--- src/rtl/lfsr_pkg.sv ---
// Shared definitions for the LFSR pattern generator: controller states,
// default polynomial/seed and the Fibonacci next-value function.
package lfsr_pkg;

  typedef enum logic [1:0] {
    IDLE = 2'd0,
    RUN  = 2'd1,
    DONE = 2'd2
  } lfsrState_e;

  localparam logic [15:0] DEFAULT_TAPS = 16'hB400;
  localparam logic [15:0] DEFAULT_SEED = 16'hACE1;

  // Works on a 64-bit container so one function serves every legal WIDTH;
  // bits above the active width are masked off and never feed back.
  function automatic logic [63:0] lfsrNext(input logic [63:0] value,
                                           input logic [63:0] taps,
                                           input int          width);
    logic [63:0] mask;
    logic        feedback;
    mask     = (width >= 64) ? {64{1'b1}} : ((64'd1 << width) - 64'd1);
    feedback = ^(value & taps & mask);
    return ((value << 1) | {63'd0, feedback}) & mask;
  endfunction

endpackage

--- src/rtl/lfsr_core.sv ---
// LFSR register with seed load (zero-seed lock-up guard), shift and hold.
module lfsr_core
  import lfsr_pkg::*;
#(
  parameter int               WIDTH = 16,
  parameter logic [WIDTH-1:0] TAPS  = DEFAULT_TAPS,
  parameter logic [WIDTH-1:0] SEED  = DEFAULT_SEED
) (
  input  logic             clk,
  input  logic             reset,
  input  logic             i_shift,
  input  logic             i_load,
  input  logic             i_hold,
  input  logic [WIDTH-1:0] i_seed,
  output logic [WIDTH-1:0] o_out
);

  logic [WIDTH-1:0] r_out;
  logic [WIDTH-1:0] w_next;
  logic [WIDTH-1:0] w_loadValue;

  assign w_next      = WIDTH'(lfsrNext(64'(r_out), 64'(TAPS), WIDTH));
  // An all-zero seed would lock the register, so fall back to SEED.
  assign w_loadValue = (i_seed == '0) ? SEED : i_seed;

  always_ff @(posedge clk) begin
    if (!reset) begin
      r_out <= SEED;
    end else if (i_load) begin
      r_out <= w_loadValue;
    end else if (i_shift && !i_hold) begin
      r_out <= w_next;
    end
  end

  assign o_out = r_out;

endmodule

--- src/rtl/lfsr_prpg.sv ---
// BIST pseudo-random pattern generator: run controller and pattern counter
// around an lfsr_core register.
module lfsr_prpg
  import lfsr_pkg::*;
#(
  parameter int               WIDTH    = 16,
  parameter logic [WIDTH-1:0] TAPS     = DEFAULT_TAPS,
  parameter logic [WIDTH-1:0] SEED     = DEFAULT_SEED,
  parameter int               PATTERNS = 160
) (
  input  logic                              clk,
  input  logic                              reset,
  input  logic                              bistmode,
  input  logic                              hold,
  input  logic                              seed_load,
  input  logic [WIDTH-1:0]                  seed_in,
  output logic [WIDTH-1:0]                  out,
  output logic                              sdo,
  output logic [$clog2(PATTERNS+1)-1:0]     pattern_cnt,
  output logic                              busy,
  output logic                              done
);

  localparam int CW = $clog2(PATTERNS + 1);

  lfsrState_e    r_state;
  lfsrState_e    w_nextState;
  logic [CW-1:0] r_cnt;
  logic          w_shift;
  logic          w_load;
  logic          w_cntClear;
  logic          w_lastShift;

  assign w_lastShift = (r_cnt == CW'(PATTERNS - 1));

  always_ff @(posedge clk) begin
    if (!reset) begin
      r_state <= IDLE;
    end else begin
      r_state <= w_nextState;
    end
  end

  // Abort beats hold in RUN; seed_load beats a start in IDLE/DONE.
  always_comb begin
    w_nextState = r_state;
    w_shift     = 1'b0;
    w_load      = 1'b0;
    w_cntClear  = 1'b0;
    unique case (r_state)
      IDLE: begin
        if (seed_load) begin
          w_load = 1'b1;
        end else if (bistmode) begin
          w_nextState = RUN;
          w_cntClear  = 1'b1;
        end
      end
      RUN: begin
        if (!bistmode) begin
          w_nextState = IDLE;
        end else if (!hold) begin
          w_shift = 1'b1;
          if (w_lastShift) begin
            w_nextState = DONE;
          end
        end
      end
      DONE: begin
        if (seed_load) begin
          w_load = 1'b1;
        end else if (!bistmode) begin
          w_nextState = IDLE;
        end
      end
      default: w_nextState = IDLE;
    endcase
  end

  always_ff @(posedge clk) begin
    if (!reset) begin
      r_cnt <= '0;
    end else if (w_cntClear) begin
      r_cnt <= '0;
    end else if (w_shift) begin
      r_cnt <= r_cnt + 1'b1;
    end
  end

  lfsr_core #(
    .WIDTH (WIDTH),
    .TAPS  (TAPS),
    .SEED  (SEED)
  ) u_core (
    .clk     (clk),
    .reset   (reset),
    .i_shift (w_shift),
    .i_load  (w_load),
    .i_hold  (hold),
    .i_seed  (seed_in),
    .o_out   (out)
  );

  assign sdo         = out[WIDTH-1];
  assign pattern_cnt = r_cnt;
  assign busy        = (r_state == RUN);
  assign done        = (r_state == DONE);

endmodule

--- config.mk ---
export PLATFORM = sky130hd
export DESIGN_NAME = lfsr_prpg
export DESIGN_NICKNAME = d
export VERILOG_FILES = /design/src/rtl/lfsr_pkg.sv /design/src/rtl/lfsr_core.sv /design/src/rtl/lfsr_prpg.sv
export SDC_FILE = /design/constraint.sdc
export NUM_CORES = 1
export LEC_CHECK = 0
export BUFFER_PORTS_ARGS = -buffer_cell sky130_fd_sc_hd__buf_2
export CORE_ASPECT_RATIO = 0.75
export CORE_MARGIN = 4
export CORE_UTILIZATION = 45
export DETAILED_ROUTE_END_ITERATION = 10
export GPL_ROUTABILITY_DRIVEN = 0
export HOLD_SLACK_MARGIN = 0.05
export PLACE_DENSITY_LB_ADDON = 0.15
export RECOVER_POWER = 25
export SLEW_MARGIN = 20
export SYNTH_ARGS = -nofsm -noshare
export SYNTH_HDL_FRONTEND = slang
export SYNTH_HIERARCHICAL = 1
export SYNTH_SLANG_ARGS = --single-unit
--- constraint.sdc ---
create_clock -name clk -period 2.6 [get_ports clk]
set_input_delay 0.26 -clock clk [delete_from_list [all_inputs] [get_ports clk]]
set_output_delay 0.26 -clock clk [all_outputs]
set_load 0.01 [all_outputs]
==> results by group <==
Die
  – DIE AREA: 3870 um2
  – Core area: 2700 um2
  – IO Count: 48
  – FP Rows: 16
  – Height of the chip: approximately 55 um
  – Initial core utilization: 48.8%
  – Die X: 70.5 um

Critical path
  – Required time of the worst setup path: between 2 and 3 ns
  – Register-to-register setup slack: ~0.66 ns
  – Critical Path AT: 2.09 ns
  – Reg2reg path depth: 6
  – Worst path bufs/invs: 1
  – Delay-heaviest family, CP: simple AND/OR/NAND/NOR gates
  – Reg2reg start: r_state[1]
  – Critical path fanouts, max: 17
  – CP Cell Sequence: nand4bb_1, inv_1, nand2b_1, mux2_2, o22ai_1, nand2_1
  – CP Capture Type: flip-flop
  – Worst setup startpoint: r_state[1]
  – R2R Path End: u_core/o_out[6]
  – Worst path slowest cell: nand2b_1
  – Kind of critical path: flip-flop to flip-flop
  – CP Launch Type: flip-flop
  – Max incr delay on CP: between 0.5 and 0.6 ns
  – CP Depth: 6

Timing
  – Slew @ Worst Pin: 0.741 ns
  – TNS Setup: 0 ns
  – Period Utilization, post-route: between 70% and 80%
  – Rel. slew slack: 50.6%
  – RSZ-0062 raised after global routing: no
  – Clock Skew: 0.00252 ns
  – Final Hold Viols: 0
  – Fin crit period: approximately 1.9 ns
  – Max-slew violation count: 0
  – Max frequency: 515 MHz
  – Setup Viol. Count Final: 0

Finish
  – Nets: 205
  – Commonest non-fill, non-tap cells in the layout: buf_2 (34), dfxtp_1 (26), nand2_1 (13), clkbuf_1 (13), mux2_2 (12)
  – Inserted Diodes: 0
  – Layout cell share with drive strength beyond 1: 30.9%
  – Commonest non-fill, non-tap cell in the layout: buf_2
  – Cell Count, Final, Fillers Out: between 200 and 250
  – Finished Cell Area: roughly 1600 um2
  – Area delta synth->final: 21.8%

Global route
  – Gr ovfl total: 0
  – Overall Global Routing Usage: 17.2%
  – Global-route wire length before repair: 5140 um
  – Largest net degree at the start of global routing: 18
  – Vias in the first global route: 1,127
  – Initial antenna violation count: 0

Outcome
  – Status: completed

Clock tree
  – H-tree levels: 1
  – Worst-Skew Late Latency: 0.26 ns
  – CTS tree: yes
  – Post-CTS Setup Bufs: 0
  – CTS clk-pin slew, worst paths: 0.08 ns
  – Clk root buf: clkbuf_8
  – CTS hold repair buffers: 0
  – TritonCTS sink count: 26
  – Max Root-Sink Buffers: 2
  – Num CTS Buffers: 3
  – CTS resizes: 0

Synthesis
  – Mean Syn Cell Area: 9.69 um2
  – Largest family of logic cells by synthesized area: simple AND/OR/NAND/NOR gates
  – Mapped Area: 1320 um2
  – Yosys warns: 6
  – Yosys cell types: 34
  – Area share of fa/ha/maj cells after synthesis: 0.950%
  – Number of synthesized register bits: 26
  – Mapped Cells: 136
  – Mux contribution to synthesized area: 19.7%
  – Post-Synth Simple-Gate Area: 20.7%
  – Syn Nets: 158
  – Register area share after synthesis: 39.5%
  – Xor/xnor cell area share of the yosys netlist: 2.66%
  – Synth Area in Compound Gates: 12.6%

Place
  – Detailed placement HPWL: 2480 um
  – Placed insts: 214
  – IO Port Bufs: 47
  – Placed Area: 1580 um2

Power and ir drop
  – LEAKAGE: 0.660 nW
  – Power per Cell Area: 484 nW/um2
  – Overall power: 776 uW
  – Max VDD drop: between 0.2 and 0.3 mV

Route
  – Final WL: between 3000 and 4000 um
  – Metal2 WL: 1350 um
  – DR DRC count: 0
  – Drt pass-1 iters: 4
  – Metal3 WL: 265 um
  – Metal-1 WL: 1550 um
  – Vias per cell: between 5 and 6
  – Starting DRT DRC Count: 89
  – Post-DRT Antenna Nets: 0
  – DR top layer: met4
  – Vias: about 1,200
  – Drt wl/cell: 14.6 um

Hold path
  – Min-delay src: seed_in[6]
  – Hold path depth: 3
  – Hold Crit Class: input pin to flip-flop
  – Hold Path End: u_core/o_out[6]

Job
  – Max Cap Viol: 0
==> how the worst max path moves through the flow <==
stage                            end  slack, ns
detailed placement   u_core/o_out[8]       0.66
global placement     u_core/o_out[6]       0.73
CTS                  u_core/o_out[6]       0.65
global route        u_core/o_out[11]       0.46
floorplan           u_core/o_out[10]       0.63
finish               u_core/o_out[6]       0.66
==> worst register-to-register path, delay by kind of cell, from the launching register on <==
kind | cells | cell delay (ns)
compound gates | 1 | 0.14
buf+inv | 1 | 0.10
flops | 1 | 0.40
mux | 1 | 0.41
simple gates | 3 | 0.78
==> synthesized netlist by cell type (all sizes together) <==
cell     number  area, um2
nor3b         1       7.51
xnor2         4       35.0
clkinv        1       3.75
mux2         15        169
nand2b        1       6.26
o211ai        2       15.0
clkbuf        3       11.3
nand3b        2       15.0
nand3         3       15.0
nor4          1       6.26
a21oi         6       30.0
nor4bb        1       10.0
or4b          1       10.0
nand4         1       6.26
inv           4       15.0
o22ai         7       43.8
or4           8       71.3
dfxtp        26        521
nand4b        1       8.76
o41ai         1       27.5
o32a          1       10.0
buf           4       21.3
ha            1       12.5
nand4bb       1       11.3
and2b         3       22.5
mux2i         9       90.1
o31ai         4       30.0
o21ai         2       10.0
nand2        13       48.8
nor2          9       33.8
==> per-layer routing <==
layer	GRT usage [%]	vias up
met5	0	-
met1	23.8	531
met2	26.6	48
met4	2.87	0
met3	5.50	2
li1	-	593
==> final cells by class <==
cell class              count  area (um2)
clock buffers               3        41.3
fillers                   272        1100
inverters                   5        18.8
multi-input cells          98         746
flip-flops and latches     26         520
well taps                  36        45.0
repair buffers             49         234
==> stage by stage <==
step | hold WS (ns) | util [%] | worst slack, ns
floorplan | 0.384 | - | 0.625
global placement | 0.471 | 58.5 | 0.727
detailed placement | 0.489 | 58.5 | 0.657
CTS | 0.223 | 60.0 | 0.649
global route | 0.228 | 59.4 | 0.462
finish | 0.226 | 59.4 | 0.658
==> cell families (layout without fill, tap and decap cells) <==
logic type / count (synthesis) / after routing
XOR/XNOR: 4 / 4
buffers and inverters: 12 / 57
AO/OA/AOI/OAI: 23 / 23
multiplexers: 24 / 24
flip-flops: 26 / 26
AND/OR/NAND/NOR: 46 / 46
adder cells (fa/ha/maj): 1 / 1
==> flip-flops by register name (all words and copies together), names as in the netlist <==
name          count
u_core/o_out     16
r_state           2
pattern_cnt       8
==> where the power goes <==
group | switching (mW) | total, mW | internal (mW) | leakage (nW)
Clock | 0.118 | 0.221 | 0.104 | 0.0216
Sequential | 0.0142 | 0.429 | 0.415 | 0.213
Combinational | 0.0658 | 0.126 | 0.0603 | 0.426
Total | 0.198 | 0.776 | 0.579 | 0.660
Power figures use the tool's default switching activity.
